### src/rtl/mips_pkg.sv
// Shared constants for the MIPS pipeline stages (fetch, decode bubble insertion).
package mips_pkg;
  localparam int unsigned WORD_W = 32;
  localparam logic [WORD_W-1:0] NOP_INSTR = 32'd0;
  localparam logic [WORD_W-1:0] RESET_PC_DEFAULT = 32'h0000_0000;

  typedef struct packed {
    logic [WORD_W-1:0] pc;
    logic [WORD_W-1:0] instr;
    logic              valid;
  } ifid_t;

  localparam ifid_t IFID_BUBBLE = '{pc: '0, instr: NOP_INSTR, valid: 1'b0};
endpackage

### src/rtl/instruction_memory.sv
// Read-only instruction store, combinational read. The hex image is supplied as a
// packed parameter (word 0 in the low 32 bits); indices past the end read as NOP.
module instruction_memory
  import mips_pkg::*;
#(
  parameter int unsigned IMEM_DEPTH = 64,
  parameter logic [IMEM_DEPTH*WORD_W-1:0] IMEM_INIT = '0
) (
  input  logic [WORD_W-1:0] addr,
  output logic [WORD_W-1:0] rdata
);
  localparam int unsigned AW = (IMEM_DEPTH > 1) ? $clog2(IMEM_DEPTH) : 1;

  logic [WORD_W-1:0] rom [IMEM_DEPTH];
  logic [WORD_W-1:0] word_idx;
  logic [AW-1:0]     idx;
  logic              in_range;
  logic              unused_byte_bits;

  for (genvar i = 0; i < IMEM_DEPTH; i++) begin : g_rom
    assign rom[i] = IMEM_INIT[i*WORD_W +: WORD_W];
  end

  assign word_idx         = {2'b00, addr[WORD_W-1:2]};
  assign idx              = word_idx[AW-1:0];
  assign in_range         = word_idx < WORD_W'(IMEM_DEPTH);
  assign unused_byte_bits = ^addr[1:0];

  // No aliasing: anything past the last word is a NOP, never a wrapped index.
  assign rdata = in_range ? rom[idx] : NOP_INSTR;
endmodule

### src/rtl/if_stage.sv
// Instruction-fetch stage: PC register, next-PC selection and the IF/ID pipeline register.
// A taken branch beats a freeze in both registers so a redirect is never lost to a stall.
module if_stage
  import mips_pkg::*;
#(
  parameter int unsigned IMEM_DEPTH = 64,
  parameter logic [WORD_W-1:0] RESET_PC = RESET_PC_DEFAULT,
  parameter logic [IMEM_DEPTH*WORD_W-1:0] IMEM_INIT = '0
) (
  input  logic              clk,
  input  logic              rst,
  input  logic              freez,
  input  logic              branchTaken,
  input  logic [WORD_W-1:0] branchAddr,
  output logic [WORD_W-1:0] PC,
  output logic [WORD_W-1:0] Instruction,
  output logic              valid
);
  logic [WORD_W-1:0] pc_q;
  logic [WORD_W-1:0] pc_plus4;
  logic [WORD_W-1:0] branch_target;
  logic [WORD_W-1:0] fetched;
  ifid_t             ifid_q;

  assign pc_plus4      = pc_q + 32'd4;
  assign branch_target = branchAddr & ~32'h3;

  instruction_memory #(
    .IMEM_DEPTH(IMEM_DEPTH),
    .IMEM_INIT (IMEM_INIT)
  ) u_imem (
    .addr (pc_q),
    .rdata(fetched)
  );

  always_ff @(posedge clk or posedge rst) begin
    if (rst) begin
      pc_q <= RESET_PC;
    end else if (branchTaken) begin
      pc_q <= branch_target;
    end else if (!freez) begin
      pc_q <= pc_plus4;
    end
  end

  always_ff @(posedge clk or posedge rst) begin
    if (rst) begin
      ifid_q <= IFID_BUBBLE;
    end else if (branchTaken) begin
      ifid_q <= IFID_BUBBLE;
    end else if (!freez) begin
      ifid_q <= '{pc: pc_plus4, instr: fetched, valid: 1'b1};
    end
  end

  assign PC          = ifid_q.pc;
  assign Instruction = ifid_q.instr;
  assign valid       = ifid_q.valid;
endmodule

### config.mk
export PLATFORM = sky130hd
export DESIGN_NAME = if_stage
export DESIGN_NICKNAME = d
export VERILOG_FILES = /design/src/rtl/mips_pkg.sv /design/src/rtl/instruction_memory.sv /design/src/rtl/if_stage.sv
export SDC_FILE = /design/constraint.sdc
export NUM_CORES = 1
export LEC_CHECK = 0
export ABC_AREA = 1
export CAP_MARGIN = 40
export CORE_MARGIN = 4
export CORE_UTILIZATION = 45
export DETAILED_ROUTE_END_ITERATION = 12
export HOLD_SLACK_MARGIN = 0.1
export PLACE_DENSITY_LB_ADDON = 0.08
export SYNTH_ARGS = -nofsm -noshare
export SYNTH_HDL_FRONTEND = slang
export SYNTH_SLANG_ARGS = --single-unit
export TNS_END_PERCENT = 10
### constraint.sdc
create_clock -name clk -period 3 [get_ports clk]
set_input_delay 0.3 -clock clk [delete_from_list [all_inputs] [get_ports clk]]
set_output_delay 0.3 -clock clk [all_outputs]
set_load 0.01 [all_outputs]
Word level (Yosys, flattened, before mapping)
Memory sizes are Yosys's and may differ from the RTL's.
Cells that the tools add are included.
{ "op_classes": {"n_addsub": 1, "n_mul": 0, "div_mod_pow": 0, "order_cmp": 2, "n_eq_ne": 1, "shifts": 0, "n_mux": 7, "bitwise": 1, "reduce_logical": 0} }
{ "ops": {"columns": ["operator", "n"], "rows": [
  ["$mux 32", 5],
  ["$mux 65", 2],
  ["$add 32x3->32 const B", 1],
  ["$lt 30x7->1 const B", 1],
  ["$ge 7x7->1 const B", 1],
  ["$not 6->7", 1],
  ["$ne 2x1->1 const B", 1]
]} }
{ "word_totals": {"ff_bits": 97, "latch_bits": 0, "ram_bits": 0, "rom_bits": 2048, "in_bits": 36, "out_inout_bits": 65, "word_cells": 17, "memories": 1} }
{ "memory_table": {"columns": ["name", "words", "word_bits", "rd", "rd_clocked_by_memory_dff", "write_ports", "line", "text"], "rows": [
  ["(no name shown)", 64, 32, 1, 0, 0, "instruction_memory.sv:30", "assign rdata = in_range ? rom[idx] : NOP_INSTR;"]
]} }

Depth between registers and ports, before layout
Gate-level depths: netlist (run 1).
{ "logic_depth": {"ltp_word": 7, "ltp_mapped": 10, "ltp_nobuf": 10} }

Cells and area by module
From an unflattened synthesis (run 1), not the netlist that was laid out.
{ "unflattened": {"cells_unflattened": 573, "area_unflattened_um2": 4732.0} }
{ "by_module_without_submodules": {"columns": ["mod", "n_inst", "cells_per_inst", "area_each_um2", "seq_area_each_um2"], "rows": [
  ["if_stage", 1, 540, 4488.1, 2352.3],
  ["instruction_memory", 1, 33, 244.0, 0.0]
]} }

Worst setup path before layout (run 1)
No wires, ideal clock.
{ "synth_timing": {"path_type": "flip-flop to flip-flop", "start": "reg pc_q[2]", "end": "reg ifid_q (netlist bit PC[22])", "setup_time_ns": 0.119, "arrival_ns": 1.236, "t_required_ns": 2.881, "slack_ns": 1.646, "stages_incl_launch_ff": 11, "path_buffers": 0, "period_less_slack_ns": 1.354, "cell_sequence": "dfrtp_1 ha_1 nand2_1 nor2_4 nand2_4 nor2_4 nand2_1 nand2_1 nand2_1 nand2_1 nand2_1"} }
{ "synth_via": {"elab_chain_len": 3} }
{ "synth_rtl": {"columns": ["item", "line", "text"], "rows": [
  ["start: declaration", "if_stage.sv:19", "logic [WORD_W-1:0] pc_q;"],
  ["start signal: assignment", "if_stage.sv:40", "pc_q <= branch_target;"],
  ["start signal: assignment", "if_stage.sv:42", "pc_q <= pc_plus4;"],
  ["$add 32x3->32", "if_stage.sv:25", "assign pc_plus4 = pc_q + 32'd4;"],
  ["$mux 65", "if_stage.sv:51", "end else if (!freez) begin"],
  ["$mux 65", "if_stage.sv:49", "end else if (branchTaken) begin"],
  ["end signal: assignment", "if_stage.sv:52", "ifid_q <= '{pc: pc_plus4, instr: fetched, valid: 1'b1};"],
  ["end: declaration", "if_stage.sv:23", "ifid_t ifid_q;"]
]} }
No other way between the ends. The select of a mux whose other input is x is not followed.
A chain may end at the register's enable or synchronous reset.

Worst setup path after layout (run 1)
{ "layout_timing": {"start": "in branchTaken", "end": "reg pc_q[28]"} }
{ "layout_via": {"elab_chain_len": 1, "word_cells_on_any_way": 2, "classes_between": "1 x eq/ne; 1 x mux"} }
{ "layout_rtl": {"columns": ["item", "line", "text"], "rows": [
  ["start: declaration", "if_stage.sv:13", "input logic branchTaken,"],
  ["$ne 2x1->1 (no source line) / $mux 32 (equally long branches)", null, null]
]} }
Parallel ways exist; a longest one is shown, timed or not.

==> results.toml, run 1 <==
[status]
status = "complete, no violations"

[global_routing]
antenna_found_initial = 0
track_usage = 0.188
grt_pass1_vias = 2969
grt_first_pass_wirelength_mm = 14.4
grt_start_max_net_pins = 33
overflow = 0

[critical_path]
crit_type = "in2reg"
worstPathArrival_ns = 2.06
endpoint_kind = "flop"
cp_max_fo = 23
critPathRequiredTime_ns = 3.28
start_kind = "input pin"
ff2ff_path_depth = 8

[clocking]
root_buffer = "clkbuf_8"
cts_buffer_depth = 2
postCtsSetupBuffers = 0
htree_levels = 3
cts_resized = 0
numCtsBuffers = 9
clk_latency_ns = 0.34
cts.reportedPaths.clkPinSlew_ns = 0.07
cts_sinks = 62
ctsHoldBuffers = 0
cts_tree = "done"

[floorplan]
ios = 101
coreArea_sq_um = 7810
die_x_um = 98.1
initial_core_util = 0.468
die_h_um = 98.1
rows = 32
die-area_sq_um = 9620

[logic_synthesis]
yosys.area.top_type = "dfrtp_1"
synth_edf_count = 0
synth_cell_types = 25
ys_ff_latch = 62
synthTopCellsByArea = "dfrtp_1, nand2_1, buf_4"
seq_area_frac_synth = 0.425
async_reset_ff_frac = 1.00
yosysMostFrequentCell = "nand2_1"
synth_top_area_share = 0.425
ys_warn_count = 0
ys_top_cells_by_count = "nand2_1, dfrtp_1, inv_1"
synth.avg_cell_area_sq_um = 7.26
synth-main-ff-cell = "dfrtp_1"
syn-instance-count = 503
synth_area_sq_um = 3650

[route]
remaining_drc_errors = 0
totalWireLength_mm = 8.63
final_antenna_net_count = 0
via_count = 3077
via_per_inst = 4.55
wl_per_cell_um = 12.8
first_pass_iters = 5
drt_iter0_markers = 145

[placed_design]
placed_cell_area_sq_um = 4290
portBuffers = 66
place.gp.congestion = 0.860
pre_cts_ws_ns = 0.865
hpwl_mm = 6.37
dp_cells = 661

[timing]
fin_skew_ns = 0.00808
hold_viol_final = 0
setup_viol = 0
rsz0062_at_grt = "false"
drv_slew = 0
fmax_mhz = 562
final.min_clock_period_ns = 1.78
layout_setup_ws_ns = 1.22
maxSlewHeadroom = 0.520
min_period_over_period = 0.593
finalSetupTns_ns = 0
tightest_slew_ns = 0.718
holdWs_ns = 0.398

[worst_hold_path]
hp-class = "in2async"

[finish]
instances_no_fill = 677
drive_above_1_share = 0.0904
syn_to_final_growth_pct = 22.5
antenna_cells = 0
nNetsFinal = 607
final_cell_area_sq_um = 4480

[power_and_ir_drop]
total_leakage_power_nw = 2.28
power_density_nw_per_um2 = 452
vdd_drop_max_uv = 243

[flow_run]
cap_violations = 0
-- final timing paths --
check / from / endpoint / slack [ns]
min in group clk: PC[14] / PC[14] / 0.48
min reg2reg: PC[14] / PC[14] / 0.48
min: rst / PC[11] / 0.40
max in group asynchronous: rst / pc_q[26] / 1.98
max: branchTaken / pc_q[28] / 1.22
max reg2reg: pc_q[2] / PC[24] / 1.42
-- layer usage --
metal | routed length [um] | global-route usage | vias to the layer above
met1 | 4170 | 0.263 | 1375
li1 | - | - | 1598
met3 | 518 | 0.0414 | 12
met5 | 0 | 0 | -
met2 | 3810 | 0.286 | 92
met4 | 130 | 0.0671 | 0
-- metrics by stage --
step | util | total power, mW
3_5_place_dp | 0.550 | 1.35
6_report | 0.573 | 2.03
4_1_cts | 0.573 | 2.05
3_3_place_gp | 0.550 | 1.35
2_1_floorplan | - | 1.23
5_1_grt | 0.573 | 2.14
-- layout by cell type, fill, tap and decap left out --
cell / instances
clkinvlp_4: 1
or2_2: 1
nor2_1: 34
xor2_1: 7
conb_1: 32
nand2_1: 214
nor2_2: 6
o21bai_1: 2
o21ai_0: 12
clkinv_2: 2
o21ai_1: 1
clkdlybuf4s50_1: 66
xnor2_1: 3
inv_2: 6
a22o_1: 6
o21a_1: 1
nand3_1: 32
clkbuf_8: 12
buf_4: 3
ha_1: 1
nand2_2: 6
buf_12: 1
o211ai_1: 3
inv_1: 46
clkbuf_1: 1
dfrtp_1: 62
nand2_4: 2
nor2_4: 12
-- power breakdown --
part	internal, mW	switching (mW)	total, mW	leakage [nW]
sequential	0.907	0.0679	0.975	0.795
combinational	0.162	0.202	0.364	1.39
clock	0.365	0.322	0.687	0.0954
-- cell type report --
| type | instances | area [sq um] |
|---|---|---|
| Fill cell | 746 | 3330 |
| Multi-Input combinational cell | 375 | 1710 |
| Sequential cell | 62 | 1550 |
| Timing Repair Buffer | 70 | 703 |
| Inverter | 52 | 195 |
| Clock buffer | 13 | 169 |
| Tap cell | 102 | 128 |
| Clock inverter | 3 | 17.5 |
-- registers in the layout (all words and copies together) (netlist names) --
name   cells
PC        31
pc_q      30
valid      1
-- cell families (layout without fill, tap and decap cells) --
logic type,after synthesis,count (layout),synth area share
adder cells (fa/ha/maj),1,1,0.00342
AO/OA/AOI/OAI,25,25,0.0445
XOR/XNOR,10,10,0.0240
other,1,32,0.00103
buffers and inverters,97,138,0.138
flip-flops,62,62,0.425
AND/OR/NAND/NOR,307,307,0.364
-- critical path, cell delays in order --
cell	delay, ns
clkdlybuf4s50_1	0.42
buf_4	0.20
nor2_4	0.48
inv_2	0.28
o21ai_0	0.25
inv_1	0.06
nand2_1	0.06
Note: power is estimated with default switching activity, not from simulation.
==> inputs of run 2 (changes only) <==
==> constraint.sdc (replaced) <==
create_clock -name clk -period 1.8 [get_ports clk]
set_input_delay 0.18 -clock clk [delete_from_list [all_inputs] [get_ports clk]]
set_output_delay 0.18 -clock clk [all_outputs]
set_load 0.01 [all_outputs]
==> results.toml, run 2 (synthesized netlist as in run 1, its figures left out) <==
[clocking]
cts_tree = "done"
cts_buffer_depth = 2
postCtsSetupBuffers = 0
htree_levels = 3
clk_latency_ns = 0.34
root_buffer = "clkbuf_8"
ctsHoldBuffers = 0
cts.reportedPaths.clkPinSlew_ns = 0.07
numCtsBuffers = 9
cts_resized = 0
cts_sinks = 62

[status]
status = "complete, no violations"

[timing]
setup_viol = 0
fmax_mhz = 633
rsz0062_at_grt = "false"
min_period_over_period = 0.877
final.min_clock_period_ns = 1.58
hold_viol_final = 0
finalSetupTns_ns = 0
drv_slew = 0
fin_skew_ns = 0.00720

[finish]
nNetsFinal = 611
syn_to_final_growth_pct = 24.1
final_common_cell = "nand2_1"
final_cell_mix = "nand2_1, clkdlybuf4s50_1, dfrtp_1, inv_1, nor2_1"
antenna_cells = 0
final_cell_area_sq_um = 4540
drive_above_1_share = 0.0950
fillCellCount = 742
largest_reg_flops = 31

[placed_design]
place.gp.congestion = 0.859
hpwl_mm = 6.49
portBuffers = 66
placed_cell_area_sq_um = 4320

[route]
via_per_inst = 4.62
final_antenna_net_count = 0
via_count = 3144
drt_iter0_markers = 100
wl_per_cell_um = 12.6
remaining_drc_errors = 0
totalWireLength_mm = 8.58
first_pass_iters = 4

[power_and_ir_drop]
finalPower_mw = 3.59
total_leakage_power_nw = 2.32
vdd_drop_max_uv = 498
power_density_nw_per_um2 = 791

[critical_path]
worstPathArrival_ns = 1.79
endpoint_kind = "flop"
cp_max_fo = 4
critPathRequiredTime_ns = 2.01
start_kind = "flop"
crit_type = "reg2reg"

[global_routing]
grt_pass1_vias = 3060
antenna_found_initial = 0
grt_start_max_net_pins = 63
overflow = 0
track_usage = 0.188
grt_first_pass_wirelength_mm = 14.6

[floorplan]
die-area_sq_um = 9620
coreArea_sq_um = 7810
initial_core_util = 0.468
rows = 32
die_x_um = 98.1
die_h_um = 98.1
ios = 101

[flow_run]
cap_violations = 0

[worst_hold_path]
hp-class = "in2async"
run 2: path summary, 6_finish.rpt:
| kind | start | endpoint | slack [ns] | cells past startpoint |
|---|---|---|---|---|
| setup / recovery | pc_q[3] | pc_q[16] | 0.22 | 8 |
| hold / removal | rst | PC[12] | 0.22 | 3 |
| hold reg to reg | PC[14] | PC[14] | 0.48 | 2 |
| min in group clk | branchAddr[3] | pc_q[3] | 0.41 | 3 |
| max in group asynchronous | rst | pc_q[23] | 1.30 | 3 |
| setup reg to reg | pc_q[3] | pc_q[16] | 0.22 | 8 |
run 2: metrics by stage:
stage,hold WS (ns),utilization,setup WS (ns),cells
after floorplan,0.313,-,0.0786,534
after global placement,0.459,0.553,0.273,665
after detailed placement,0.465,0.553,0.232,665
after CTS,0.228,0.581,0.209,681
after global routing,0.255,0.581,0.0580,681
final,0.222,0.581,0.221,681
run 2: where the power goes:
group	total [mW]	switching (mW)	internal, mW
logic	0.613	0.337	0.276
clock network	1.35	0.538	0.814
registers	1.62	0.113	1.51
total	3.59	0.989	2.60
run 2: cell type report:
| type | instances | area (sq um) | area share |
|---|---|---|---|
| multi-input combinational | 375 | 1710 | 0.378 |
| sequential | 62 | 1550 | 0.342 |
| timing repair buffer | 74 | 733 | 0.162 |
| tap | 102 | 128 | 0.0281 |
| clock buffer | 12 | 145 | 0.0320 |
| clock inverter | 4 | 70.1 | 0.0154 |
| inverter | 52 | 195 | 0.0430 |
run 2: routing by layer:
layer	vias to the layer above	global-route usage	wire (um)
li1	1601	-	-
met5	-	0	0
met3	6	0.0400	506
met1	1449	0.262	4110
met4	0	0.0692	53
met2	88	0.288	3910
run 2: critical path, stage by stage (launching register included):
cell and delay, ns:
dfrtp_1 0.38, ha_1 0.23, nand2_1 0.14, nor2_4 0.16, nand2_4 0.10, nor2_4 0.16
nand3_1 0.09, nand3_1 0.11, nand3_1 0.08
==> inputs of run 3 (changes only) <==
--- a/config.mk
+++ b/config.mk
@@ -8,7 +8,7 @@
 export ABC_AREA = 1
 export CAP_MARGIN = 40
 export CORE_MARGIN = 4
-export CORE_UTILIZATION = 45
+export CORE_UTILIZATION = 49
 export DETAILED_ROUTE_END_ITERATION = 12
 export HOLD_SLACK_MARGIN = 0.1
 export PLACE_DENSITY_LB_ADDON = 0.08
==> results.toml, run 3 (synthesized netlist as in run 1, its figures left out) <==
[status]
status = "complete, no violations"

[clocking]
cts.reportedPaths.clkPinSlew_ns = 0.06
cts_tree = "done"
cts_buffer_depth = 2
clk_latency_ns = 0.34
htree_levels = 3
ctsHoldBuffers = 0
numCtsBuffers = 9
cts_resized = 0
cts_sinks = 62
postCtsSetupBuffers = 0
root_buffer = "clkbuf_8"

[global_routing]
track_usage = 0.208
overflow = 0
antenna_found_initial = 0
grt_start_max_net_pins = 63
grt_pass1_vias = 3065
grt_first_pass_wirelength_mm = 14.4

[floorplan]
die_h_um = 94.4
die-area_sq_um = 8900
rows = 31
coreArea_sq_um = 7250
initial_core_util = 0.504
die_x_um = 94.4
ios = 101

[route]
via_count = 3152
drt_iter0_markers = 156
totalWireLength_mm = 8.47
via_per_inst = 4.67
remaining_drc_errors = 0
first_pass_iters = 4
final_antenna_net_count = 0
wl_per_cell_um = 12.5

[timing]
drv_slew = 0
fin_skew_ns = 0.00576
setup_viol = 0
final.min_clock_period_ns = 1.58
min_period_over_period = 0.880
fmax_mhz = 631
finalSetupTns_ns = 0
holdWs_ns = 0.220
hold_viol_final = 0
rsz0062_at_grt = "false"

[power_and_ir_drop]
power_density_nw_per_um2 = 733
vdd_drop_max_uv = 393
total_leakage_power_nw = 2.30
finalPower_mw = 3.30

[critical_path]
cp_max_fo = 4
regToRegSetupSlack_ns = 0.22
crit_type = "reg2reg"
start_kind = "flop"
critPathLaunch = "pc_q[2]"
timing.rr.start = "pc_q[2]"
worstPathArrival_ns = 1.81
endpoint_kind = "flop"
critPathRequiredTime_ns = 2.03

[finish]
fillCellCount = 704
multi_input_area_sq_um = 1710
largest_reg_flops = 31
regArea_sq_um = 1550
final_common_cell = "nand2_1"
drive_above_1_share = 0.0938
instances_no_fill = 675
syn_to_final_growth_pct = 23.3
nNetsFinal = 611
final_cell_mix = "nand2_1, clkdlybuf4s50_1, dfrtp_1, inv_1, nor2_1"
antenna_cells = 0

[worst_hold_path]
hp-class = "in2async"

[placed_design]
place.gp.congestion = 0.868
hpwl_mm = 6.46
dp_cells = 662
portBuffers = 66

[flow_run]
cap_violations = 0
==> run 3: changes by cell type in the layout (fill, tap and decap cells not counted), sizes merged <==
cell	change
bufinv	-2
clkbuf	-1
==> run 3: worst paths after layout <==
check | end | cells past startpoint
setup / recovery | PC[24] | 8
hold / removal | PC[9] | 3
setup reg to reg | PC[24] | 8
hold reg to reg | PC[15] | 2
max in group asynchronous | pc_q[29] | 3
min in group clk | pc_q[3] | 3
==> run 3: per-layer routing <==
layer	track usage	share of wire	wire (um)	up-vias
met5	0	0	0	-
met4	0.0854	0.016	139	0
met3	0.0343	0.060	509	10
met2	0.330	0.45	3830	87
met1	0.283	0.47	3990	1454
li1	-	-	-	1601
==> run 3: final cells by class <==
type                    count  share of cell area
multi-input cells         375               0.380
clock inverters             2             0.00222
flip-flops and latches     62               0.345
repair buffers             74               0.168
clock buffers              11              0.0336
well taps                  99              0.0275
inverters                  52              0.0433
==> run 3: worst max-delay path, stage by stage (launching register included) <==
cell and delay, ns:
dfrtp_1 0.39, ha_1 0.22, nand3_1 0.12, nor2_1 0.20
nand2_2 0.14, nor2_2 0.12, nand3_1 0.07, nand3_1 0.13
nand2_1 0.06
==> run 3: through the flow <==
| stage | util | instance area [sq um] | worst slack [ns] |
|---|---|---|---|
| finish | 0.621 | 4500 | 0.216 |
| CTS | 0.621 | 4500 | 0.192 |
| global placement | 0.599 | 4340 | 0.206 |
| global route | 0.621 | 4500 | 0.0523 |
| detailed placement | 0.599 | 4340 | 0.168 |
| floorplan | - | 3770 | 0.0786 |
==> run 3: report_power, final <==
| group | switching (mW) | internal [mW] |
|---|---|---|
| clock | 0.512 | 0.547 |
| combinational | 0.339 | 0.281 |
| sequential | 0.111 | 1.51 |
